**src/rtl/pixel_serializer.sv**
```systemverilog
// pixel_serializer
// Turns 8-bit character row slices into a serial pixel stream with colour,
// flash and conceal attributes applied, producing registered 12-bit RGB.
// One slice is double-buffered in a holding register behind the slice that
// is currently being shifted out, so consecutive slices stream with no gap.
//
// Load handshake: a slice (row_pixels plus its attributes) transfers into the
// holding register on any rising clock edge where load_valid && load_ready.
// load_ready is the registered inverse of hold_full and never depends
// combinationally on load_valid or pixel_en. The producer keeps the slice
// stable while load_valid is high and load_ready is low.
//
// Debug outputs expose the pixel count of the shifter and the flash frame
// counter so their state can be observed directly.

module pixel_serializer #(
   parameter int FLASH_ON_FRAMES  = 48,
   parameter int FLASH_OFF_FRAMES = 16
) (
   input  logic       clk,
   input  logic       reset_n,
   input  logic [7:0] row_pixels,
   input  logic [2:0] fg_color,
   input  logic [2:0] bg_color,
   input  logic       flash,
   input  logic       conceal,
   input  logic       load_valid,
   output logic       load_ready,
   input  logic       pixel_en,
   input  logic       blank,
   input  logic       frame_start,
   input  logic       reveal,
   input  logic       clear_underrun,
   output logic [3:0] vga_r,
   output logic [3:0] vga_g,
   output logic [3:0] vga_b,
   output logic       underrun,
   output logic [3:0] dbg_count,
   output logic [6:0] dbg_flash_cnt
);

   // Last value of the flash frame counter before it wraps to zero.
   localparam logic [6:0] FLASH_LAST = 7'(FLASH_ON_FRAMES + FLASH_OFF_FRAMES - 1);
   // Counter values below this threshold show flashing foreground.
   localparam logic [6:0] FLASH_ON   = 7'(FLASH_ON_FRAMES);

   // Holding register: the slice waiting behind the one being shifted.
   logic [7:0] hold_pix_q,     hold_pix_d;
   logic [2:0] hold_fg_q,      hold_fg_d;
   logic [2:0] hold_bg_q,      hold_bg_d;
   logic       hold_flash_q,   hold_flash_d;
   logic       hold_conceal_q, hold_conceal_d;
   logic       hold_full_q,    hold_full_d;

   // Shift register: the slice currently being emitted, MSB first.
   logic [7:0] shift_pix_q,     shift_pix_d;
   logic [2:0] shift_fg_q,      shift_fg_d;
   logic [2:0] shift_bg_q,      shift_bg_d;
   logic       shift_flash_q,   shift_flash_d;
   logic       shift_conceal_q, shift_conceal_d;
   logic [3:0] count_q,         count_d;

   // Flash phase, output pixel and sticky underrun flag.
   logic [6:0] flash_cnt_q, flash_cnt_d;
   logic [3:0] vga_r_q,     vga_r_d;
   logic [3:0] vga_g_q,     vga_g_d;
   logic [3:0] vga_b_q,     vga_b_d;
   logic       underrun_q,  underrun_d;

   // The pixel selected for emission in the current pixel_en cycle.
   logic       emit_valid;
   logic       emit_bit;
   logic [2:0] emit_fg;
   logic [2:0] emit_bg;
   logic       emit_flash;
   logic       emit_conceal;
   logic       starve;
   logic       transfer;
   logic       load_fire;

   logic       flash_visible;
   logic       fg_vis;
   logic [2:0] colour;

   // A transfer happens when the shifter is empty and a slice is waiting.
   // It needs hold_full = 1, a load needs hold_full = 0, so the two never
   // coincide.
   assign transfer  = pixel_en && (count_q == 4'd0) && hold_full_q;
   assign load_fire = load_valid && !hold_full_q;

   // Holding register: capture on an accepted load, empty on a transfer.
   always_comb begin
      hold_pix_d     = hold_pix_q;
      hold_fg_d      = hold_fg_q;
      hold_bg_d      = hold_bg_q;
      hold_flash_d   = hold_flash_q;
      hold_conceal_d = hold_conceal_q;
      hold_full_d    = hold_full_q;
      if (load_fire) begin
         hold_pix_d     = row_pixels;
         hold_fg_d      = fg_color;
         hold_bg_d      = bg_color;
         hold_flash_d   = flash;
         hold_conceal_d = conceal;
         hold_full_d    = 1'b1;
      end else if (transfer) begin
         hold_full_d    = 1'b0;
      end
   end

   // Shifter: pick the pixel to emit and advance the shift/count state.
   always_comb begin
      shift_pix_d     = shift_pix_q;
      shift_fg_d      = shift_fg_q;
      shift_bg_d      = shift_bg_q;
      shift_flash_d   = shift_flash_q;
      shift_conceal_d = shift_conceal_q;
      count_d         = count_q;
      emit_valid      = 1'b0;
      emit_bit        = 1'b0;
      emit_fg         = 3'd0;
      emit_bg         = 3'd0;
      emit_flash      = 1'b0;
      emit_conceal    = 1'b0;
      starve          = 1'b0;
      if (pixel_en) begin
         if (count_q != 4'd0) begin
            // Mid-slice: emit the MSB of the shifter.
            emit_valid   = 1'b1;
            emit_bit     = shift_pix_q[7];
            emit_fg      = shift_fg_q;
            emit_bg      = shift_bg_q;
            emit_flash   = shift_flash_q;
            emit_conceal = shift_conceal_q;
            shift_pix_d  = {shift_pix_q[6:0], 1'b0};
            count_d      = count_q - 4'd1;
         end else if (hold_full_q) begin
            // Shifter empty: emit straight from the holding register so the
            // first pixel of the next slice follows without a bubble.
            emit_valid      = 1'b1;
            emit_bit        = hold_pix_q[7];
            emit_fg         = hold_fg_q;
            emit_bg         = hold_bg_q;
            emit_flash      = hold_flash_q;
            emit_conceal    = hold_conceal_q;
            shift_pix_d     = {hold_pix_q[6:0], 1'b0};
            shift_fg_d      = hold_fg_q;
            shift_bg_d      = hold_bg_q;
            shift_flash_d   = hold_flash_q;
            shift_conceal_d = hold_conceal_q;
            count_d         = 4'd7;
         end else begin
            // Nothing to show: black pixel and flag the underrun.
            starve = 1'b1;
         end
      end
   end

   // Colour selection and output pixel register update.
   always_comb begin
      flash_visible = (flash_cnt_q < FLASH_ON);
      fg_vis        = emit_bit
                      && !(emit_flash && !flash_visible)
                      && !(emit_conceal && !reveal);
      colour        = fg_vis ? emit_fg : emit_bg;
      vga_r_d       = vga_r_q;
      vga_g_d       = vga_g_q;
      vga_b_d       = vga_b_q;
      if (pixel_en) begin
         if (blank || !emit_valid) begin
            vga_r_d = 4'h0;
            vga_g_d = 4'h0;
            vga_b_d = 4'h0;
         end else begin
            vga_r_d = {4{colour[0]}};
            vga_g_d = {4{colour[1]}};
            vga_b_d = {4{colour[2]}};
         end
      end
   end

   // Sticky underrun: a new underrun beats a simultaneous clear.
   always_comb begin
      underrun_d = (underrun_q && !clear_underrun) || starve;
   end

   // Flash frame counter, advancing once per frame and wrapping.
   always_comb begin
      flash_cnt_d = flash_cnt_q;
      if (frame_start) begin
         if (flash_cnt_q == FLASH_LAST) begin
            flash_cnt_d = 7'd0;
         end else begin
            flash_cnt_d = flash_cnt_q + 7'd1;
         end
      end
   end

   // State registers; reset discards any slice in flight.
   always_ff @(posedge clk or negedge reset_n) begin
      if (!reset_n) begin
         hold_pix_q      <= 8'd0;
         hold_fg_q       <= 3'd0;
         hold_bg_q       <= 3'd0;
         hold_flash_q    <= 1'b0;
         hold_conceal_q  <= 1'b0;
         hold_full_q     <= 1'b0;
         shift_pix_q     <= 8'd0;
         shift_fg_q      <= 3'd0;
         shift_bg_q      <= 3'd0;
         shift_flash_q   <= 1'b0;
         shift_conceal_q <= 1'b0;
         count_q         <= 4'd0;
         flash_cnt_q     <= 7'd0;
         vga_r_q         <= 4'h0;
         vga_g_q         <= 4'h0;
         vga_b_q         <= 4'h0;
         underrun_q      <= 1'b0;
      end else begin
         hold_pix_q      <= hold_pix_d;
         hold_fg_q       <= hold_fg_d;
         hold_bg_q       <= hold_bg_d;
         hold_flash_q    <= hold_flash_d;
         hold_conceal_q  <= hold_conceal_d;
         hold_full_q     <= hold_full_d;
         shift_pix_q     <= shift_pix_d;
         shift_fg_q      <= shift_fg_d;
         shift_bg_q      <= shift_bg_d;
         shift_flash_q   <= shift_flash_d;
         shift_conceal_q <= shift_conceal_d;
         count_q         <= count_d;
         flash_cnt_q     <= flash_cnt_d;
         vga_r_q         <= vga_r_d;
         vga_g_q         <= vga_g_d;
         vga_b_q         <= vga_b_d;
         underrun_q      <= underrun_d;
      end
   end

   assign load_ready    = !hold_full_q;
   assign vga_r         = vga_r_q;
   assign vga_g         = vga_g_q;
   assign vga_b         = vga_b_q;
   assign underrun      = underrun_q;
   assign dbg_count     = count_q;
   assign dbg_flash_cnt = flash_cnt_q;

endmodule

```
**config.mk**
```make
export PLATFORM = sky130hd
export DESIGN_NAME = pixel_serializer
export DESIGN_NICKNAME = d
export VERILOG_FILES = /design/src/rtl/pixel_serializer.sv
export SDC_FILE = /design/constraint.sdc
export NUM_CORES = 1
export LEC_CHECK = 0
export ABC_AREA = 1
export CORE_MARGIN = 3
export CORE_UTILIZATION = 44
export CTS_CLUSTER_DIAMETER = 200
export DETAILED_ROUTE_END_ITERATION = 8
export PLACE_DENSITY = 0.71
export SLEW_MARGIN = 20
export SYNTH_ARGS = -nofsm -noshare
export SYNTH_HDL_FRONTEND = slang
export SYNTH_SLANG_ARGS = --single-unit
```
**constraint.sdc**
```tcl
create_clock -name clk -period 3.6 [get_ports clk]
set_input_delay 1.08 -clock clk [delete_from_list [all_inputs] [get_ports clk]]
set_output_delay 1.08 -clock clk [all_outputs]
set_load 0.005 [all_outputs]
```
==> flow_summary.json <==
{
  "die-area_um2": 6090,
  "rsz0062_at_grt": "false",
  "cts_resized": 0,
  "yosysMostFrequentCell": "nand2_1",
  "p_leak_nw": 1.28,
  "cap_violations": 0,
  "vias_per_cell": 4.93,
  "drive_gt1_share_pct": 15.3,
  "diodes": 0,
  "hold_depth": 2,
  "netlist_area_um2": 2280,
  "grt_pass1_wl_um": 7780,
  "dpl.hpwl_um": 3240,
  "ys_seq_elements": 47,
  "avgSynthCellArea_um2": 9.71,
  "clock_sinks": 47,
  "synth_edf_count": 0,
  "core_um2": 4880,
  "synth_common_cells": "nand2_1, dfrtp_1, inv_1, o21ai_0, nor2_1",
  "clk_latency_ns": 0.29,
  "yosys_warnings": 0,
  "worst_pin_slew_ns": 0.577,
  "gp_congestion": 0.826,
  "start_util_pct": 46.8,
  "status": "finished, final reports clean",
  "routed-via-count": 1685,
  "postSynthCellCount": 235,
  "yosysSeqAreaShare_pct": 51.5,
  "min_path_type": "flip-flop to flip-flop",
  "hold_viol_final": 0,
  "critical_path_class": "flip-flop to primary output",
  "grt_max_degree": 48,
  "placed_area_um2": 2720,
  "fin_crit_sh_pct": 68.9,
  "cts.path.max_buffers": 2,
  "wl_per_cell_um": 12.8,
  "r2r_cells": 8,
  "synthTopCellsByArea": "dfrtp_1, nand2_1, mux2_2, inv_1, o21ai_0",
  "clock.fmax_mhz": 403,
  "worst_ep_arrival_time_ns": 1.40,
  "synth_cell_types": 30,
  "fin_nets": 302,
  "yosysTopAreaCell": "dfrtp_1",
  "drtIter0Drc": 128,
  "wirelength_um": 4380,
  "worstSetupEndpointType": "primary output",
  "gr-total-overflow": 0,
  "synth_top_cell_area_share_pct": 51.5,
  "critPathLaunchType": "flip-flop",
  "grtUsageTotal_pct": 16.0,
  "cts_buffers": 5,
  "drtAntennaViolNets": 0,
  "synth_nets": 262,
  "post-cts-setup-buffers": 0,
  "postSynth.asyncResetShare_pct": 100,
  "period_minus_slack_ns": 2.48,
  "powerDensity_nw_per_um2": 760,
  "cp_max_fo": 7,
  "syn_to_final_growth_pct": 23.0,
  "htree_levels": 2,
  "fin_skew_ns": 0.00553,
  "io_buffers": 48,
  "cts-root-buf": "clkbuf_8",
  "final_max_slew_viol_count": 0,
  "ir_drop_uv": 302,
  "required_ns": 2.52,
  "ys.flop_type": "dfrtp_1",
  "fp.dieH_um": 78.0,
  "antenna_found_initial": 0,
  "design_area_um2": 2810,
  "setup_viol": 0,
  "ctsHoldBuffers": 0,
  "fin_setup_tns_ns": 0,
  "grt_pass1_vias": 1658,
  "fp.dieW_um": 78.0,
  "cts_tree": "yes",
  "fp-row-count": 25,
  "ios": 49,
  "path_clk_slew_ns": 0.08,
  "relSlewSlack_pct": 61.6,
  "fillers": 457,
  "first_pass_iters": 5,
  "drc_errors": 0
}
[metal layers]
| layer | GRT usage (%) | share of wire [%] | wire length (um) | vias to the layer above |
|---|---|---|---|---|
| met2 | 24.1 | 45 | 1950 | 58 |
| met5 | 0 | 0 | 0 | - |
| met4 | 6.47 | 2.1 | 91 | 0 |
| met3 | 4.36 | 6.4 | 280 | 7 |
| met1 | 21.8 | 47 | 2060 | 783 |
| li1 | - | - | - | 837 |
[flip-flops by register name, summed over array words and instances (netlist names), 3 cells and up]
signal,cells
dbg_count,4
dbg_flash_cnt,7
shift_fg_q,3
hold_bg_q,3
hold_pix_q,8
shift_bg_q,3
hold_fg_q,3
shift_pix_q,7
[worst max-delay path, stage by stage, from the launching register on]
cell and delay (ns):
dfrtp_1 0.49, inv_2 0.12, clkdlybuf4s50_1 0.51
[power breakdown]
group          switching (mW)  leakage, nW  internal (mW)
registers               0.177        0.559          0.762
logic                   0.418        0.676          0.462
clock network           0.162       0.0470          0.151
total                   0.758         1.28           1.37
[worst paths after layout]
path,start,slack [ns],to
worst max-delay path,hold_full_q$_DFFE_PN0P_,1.12,load_ready
worst min-delay path,shift_bg_q[0]$_DFFE_PN0P_,0.49,shift_bg_q[0]$_DFFE_PN0P_
worst max register to register,dbg_count[0]$_DFFE_PN0N_,1.66,dbg_count[2]$_DFFE_PN0N_
worst min register to register,shift_bg_q[0]$_DFFE_PN0P_,0.49,shift_bg_q[0]$_DFFE_PN0P_
max in group asynchronous,reset_n,2.43,shift_pix_q[3]$_DFFE_PN0N_
min in group asynchronous,reset_n,0.78,dbg_flash_cnt[3]$_DFFE_PN0P_
[layout make-up]
| type | count | area (um^2) | share of cell area, % |
|---|---|---|---|
| inverter | 25 | 93.8 | 3.34 |
| sequential | 47 | 1180 | 41.9 |
| clock inverter | 1 | 5.00 | 0.178 |
| tap | 67 | 83.8 | 2.99 |
| timing repair buffer | 48 | 478 | 17.0 |
| clock buffer | 6 | 82.6 | 2.94 |
| multi-input combinational | 148 | 887 | 31.6 |
[placed cells by master, fill, tap and decap left out, drive strengths merged, types with 7 or more instances in the layout]
cell,netlist,layout
a21oi,9,9
a31oi,7,7
clkdlybuf4s50,0,47
dfrtp,47,47
inv,25,25
mux2,13,13
nand2,55,55
nand3,11,11
nor2,19,19
o21ai,20,20
[per-stage QoR]
step                std cells  setup slack, ns  hold WS [ns]  util, %  power (mW)
floorplan                 235             1.74         0.448        -        1.51
global placement          335             1.06         0.464     55.7        1.80
detailed placement        335             1.00         0.476     55.7        1.84
CTS                       342             1.10         0.496     57.5        2.16
global route              342             1.04         0.523     57.5        2.32
finish                    342             1.12         0.494     57.5        2.13
[cell families after synthesis]
group / after synthesis / synth area share (%)
AO/OA/AOI/OAI: 38 / 11.0
buffers and inverters: 40 / 9.59
adder cells (fa/ha/maj): 3 / 1.64
multiplexers: 13 / 6.41
flip-flops: 47 / 51.5
XOR/XNOR: 3 / 1.15
AND/OR/NAND/NOR: 91 / 18.7
Note: power is estimated with default switching activity, not from simulation.
==> edit 1 (config.mk and constraints unchanged) <==
Put one more register stage on the output `dbg_flash_cnt`. The value now appears one clock later. The other outputs are not delayed to match.
--- a/src/rtl/pixel_serializer.sv
+++ b/src/rtl/pixel_serializer.sv
@@ -243,7 +243,9 @@
    assign vga_b         = vga_b_q;
    assign underrun      = underrun_q;
    assign dbg_count     = count_q;
-   assign dbg_flash_cnt = flash_cnt_q;
+   always_ff @(posedge clk) begin
+      dbg_flash_cnt <= flash_cnt_q;
+   end
 
 endmodule
 
Check against the original RTL: not equivalent (a bounded check fails within 4 cycles, from zero or initial values and one cycle with reset_n low).
==> edit 1 against the original RTL <==
Design area is 5.4% higher. Area after synthesis is 5.6% higher. Global-route usage is 0.71 points lower. Sequential cell count is 7 higher. Total power is 5.7% higher. Critical endpoint unchanged. Largest power group unchanged. Clock skew is 0.00051 ns lower. Routed wire length is 3.0% lower. Setup slack better by 0.0036 ns. Critical path type unchanged. Highest routed layer unchanged.
==> edit 1: results <==
yosys:
  synthXorXnorAreaFrac_pct: 1.45
  syn-num-nets: 270
  yosys.area_share.adder_pct: 1.56
  complex_gate_fraction_of_the_synthesized_area_pct: 10.9
  syn_area_per_cell_um2: 9.92
  synth_cell_types: 31
  yosysSeqAreaShare_pct: 54.6
  asyncSetResetFlopFracSynth_pct: 87.0
  yosys-top-cells-count: "sky130_fd_sc_hd__dfrtp_1, sky130_fd_sc_hd__nand2_1, sky130_fd_sc_hd__inv_1"
global_route:
  grt_first_pass_wirelength_mm: 7.56
  grt_pass1_vias: 1626
  grtUsageMet1_pct: 20.3
  met2_usage_pct: 23.3
  groute.layer.met3.usage_pct: 4.74
sta:
  timing.final.crit_share_pct: 68.8
  finalHoldWorstSlack_ns: 0.416
  worst_slew_margin_rel_pct: 61.5
  worst_setup_skew_after_layout_ns: 0.00502
hold_path:
  hold_path_end: "dbg_flash_cnt[6]"
  hold_depth: 0
  hold_crit_start: "flash_cnt_q[6]"
detailed_routing:
  first_pass_iters: 7
  routed-wl-met2_mm: 1.99
  post_drt_via_cell_ratio: 4.80
  met3_length_um: 243
  routed_wl_per_cell_um: 12.0
  detail_route.wirelength.met1_mm: 1.95
  drtIter0Drc: 61
final_layout:
  drive_above_1_share_pct: 11.3
  seq_area_um2: 1320
  final_cell_count_without_fillers: 354
  fill_cells: 478
  finish.net_count: 310
placed_design:
  placed_area_um2: 2840
  place_worst_setup_slack_ns: 1.01
  hpwlAfterDp_mm: 3.11
  gp_congestion: 0.767
clock_tree:
  clock_buffer_count_from_cts: 5
setup_path:
  worstPathMaxFanout: 6
  worstReg2RegEnd: "shift_pix_q[4]"
power:
  p_leak_nw: 1.37
status:
  run_status: "finished clean"
## edit 1: cell count changes after synthesis, moves of 3 or more
cell                       unedited run  this run
sky130_fd_sc_hd__nand2_1             52        44
sky130_fd_sc_hd__o21ai_0             16        23
sky130_fd_sc_hd__nor2_1              13        10
sky130_fd_sc_hd__dfxtp_1              0         7
sky130_fd_sc_hd__nand3_1              8        12
sky130_fd_sc_hd__a31oi_2              4         0
sky130_fd_sc_hd__o211ai_1             0         4
sky130_fd_sc_hd__nor2_2               4         0
sky130_fd_sc_hd__inv_1               22        32
## edit 1: power breakdown
group	total [W]	switching [W]	internal (W)
Clock	0.000398	0.000191	0.000208
Combinational	0.000824	0.000390	0.000434
Sequential	0.00103	0.000167	0.000866
Total	0.00225	0.000748	0.00151
## edit 1: cell type report
type	instances	area share (%)
Inverter	33	4.19
Sequential cell	54	44.5
Multi-Input combinational cell	141	28.4
Clock buffer	6	2.45
Tap cell	70	2.96
Clock inverter	2	1.27
Timing Repair Buffer	48	16.2
==> edit 2 (config.mk and constraints unchanged) <==
Made on the original files. Set the parameter `FLASH_ON_FRAMES` to 24 (it was 48).
--- a/src/rtl/pixel_serializer.sv
+++ b/src/rtl/pixel_serializer.sv
@@ -14,7 +14,7 @@
 // counter so their state can be observed directly.
 
 module pixel_serializer #(
-   parameter int FLASH_ON_FRAMES  = 48,
+   parameter int FLASH_ON_FRAMES  = 24,
    parameter int FLASH_OFF_FRAMES = 16
 ) (
    input  logic       clk,
Formal check against the unedited RTL: same outputs for any inputs over 10 cycles, from zero or initial values and one cycle with reset_n low; that may be too few to reach the edited logic, so the function may still have changed.
==> edit 2 against the original RTL <==
Routed wire length decreased by 2.2%. Count of clock-buffer cells in the layout unchanged. Global-route usage decreased by 0.24 points. Via count decreased by 1.3%. Total power increased by 6.0%. Worst hold slack improved by 0.00098 ns. Highest routed layer unchanged. Sequential power decreased by 0.7%. Design area increased by 0.98%. Area after synthesis decreased by 1.7%. Sequential share of layout area decreased by 0.41 points. Die area decreased by 1.6%. Sequential cell count unchanged. Setup slack improved by 0.053 ns. Combinational power about the same.
==> edit 2: results <==
status:
  run_status: "finished clean"
yosys:
  complex_gate_fraction_of_the_synthesized_area_pct: 9.04
  multiplexer_share_of_the_synthesized_area_pct: 6.53
  netlist_top_cells_area: "sky130_fd_sc_hd__dfrtp_1, sky130_fd_sc_hd__nand2_1, sky130_fd_sc_hd__mux2_2"
  yosys.area_share.adder_pct: 1.67
  top_area_cell_type_share_of_the_netlist_area_pct: 52.4
  syn-num-nets: 265
  yosysSeqAreaShare_pct: 52.4
  synthXorXnorAreaFrac_pct: 1.17
  syn_area_per_cell_um2: 9.43
  synth_cell_types: 28
  syn-instance-count: 238
  yosys-top-cells-count: "sky130_fd_sc_hd__dfrtp_1, sky130_fd_sc_hd__nand2_1, sky130_fd_sc_hd__inv_1"
final_layout:
  drive_above_1_share_pct: 13.5
  multi_input_cells: 149
  sh_seq_area_pct: 41.5
  post-route-util_pct: 58.8
  nNonClkBuffers: 49
  multi_input_area_share_pct: 30.0
  nNonClkInverters: 28
  fill_cells: 437
  nonClkBufAreaFrac_pct: 17.1
  clkCellAreaFrac_pct: 4.68
  finish.net_count: 307
detailed_routing:
  routed_wl_per_cell_um: 12.3
  finalWirelength_mm: 4.29
  routed-via-count: 1663
sta:
  worst_slew_margin_rel_pct: 60.8
  finalHoldWorstSlack_ns: 0.495
power:
  p_leak_nw: 1.30
  ir_worst_vdd_mv: 0.340
setup_path:
  reg2reg_slack_ns: 1.76
  worstRegToRegCells: 9
  worstPathMaxFanout: 4
  worstReg2RegEnd: "vga_g[2]"
placed_design:
  place.detailed.instances: 340
  gp_congestion: 0.858
  placed_area_um2: 2700
  hpwlAfterDp_mm: 3.09
hold_path:
  hold_path_end: "shift_bg_q[1]"
  hold_crit_start: "shift_bg_q[1]"
  hold_depth: 2
global_route:
  grt_first_pass_wirelength_mm: 7.58
-- edit 2: cell types whose count changed after synthesis, moves of 4 or more --
cell / delta
sky130_fd_sc_hd__o21ai_1: +4
sky130_fd_sc_hd__nor2_1: +7
sky130_fd_sc_hd__a31oi_2: -4
sky130_fd_sc_hd__nand2_1: -6
-- edit 2: where the power goes --
group          switching [W]  internal, W
registers           0.000170     0.000762
logic               0.000421     0.000461
clock network       0.000168     0.000277
-- edit 2: routing by layer --
metal	GRT usage [%]	vias to the layer above	wire length [um]
met2	24.4	36	1960
li1	-	849	-
met3	4.52	5	187
met4	4.27	0	45
met5	0	-	0
met1	21.6	773	2090
-- edit 2: tightest hold or removal path: stages (launching register included) --
cell and delay (ns):
sky130_fd_sc_hd__dfrtp_1 0.35, sky130_fd_sc_hd__nand2_1 0.05, sky130_fd_sc_hd__o21ai_1 0.06
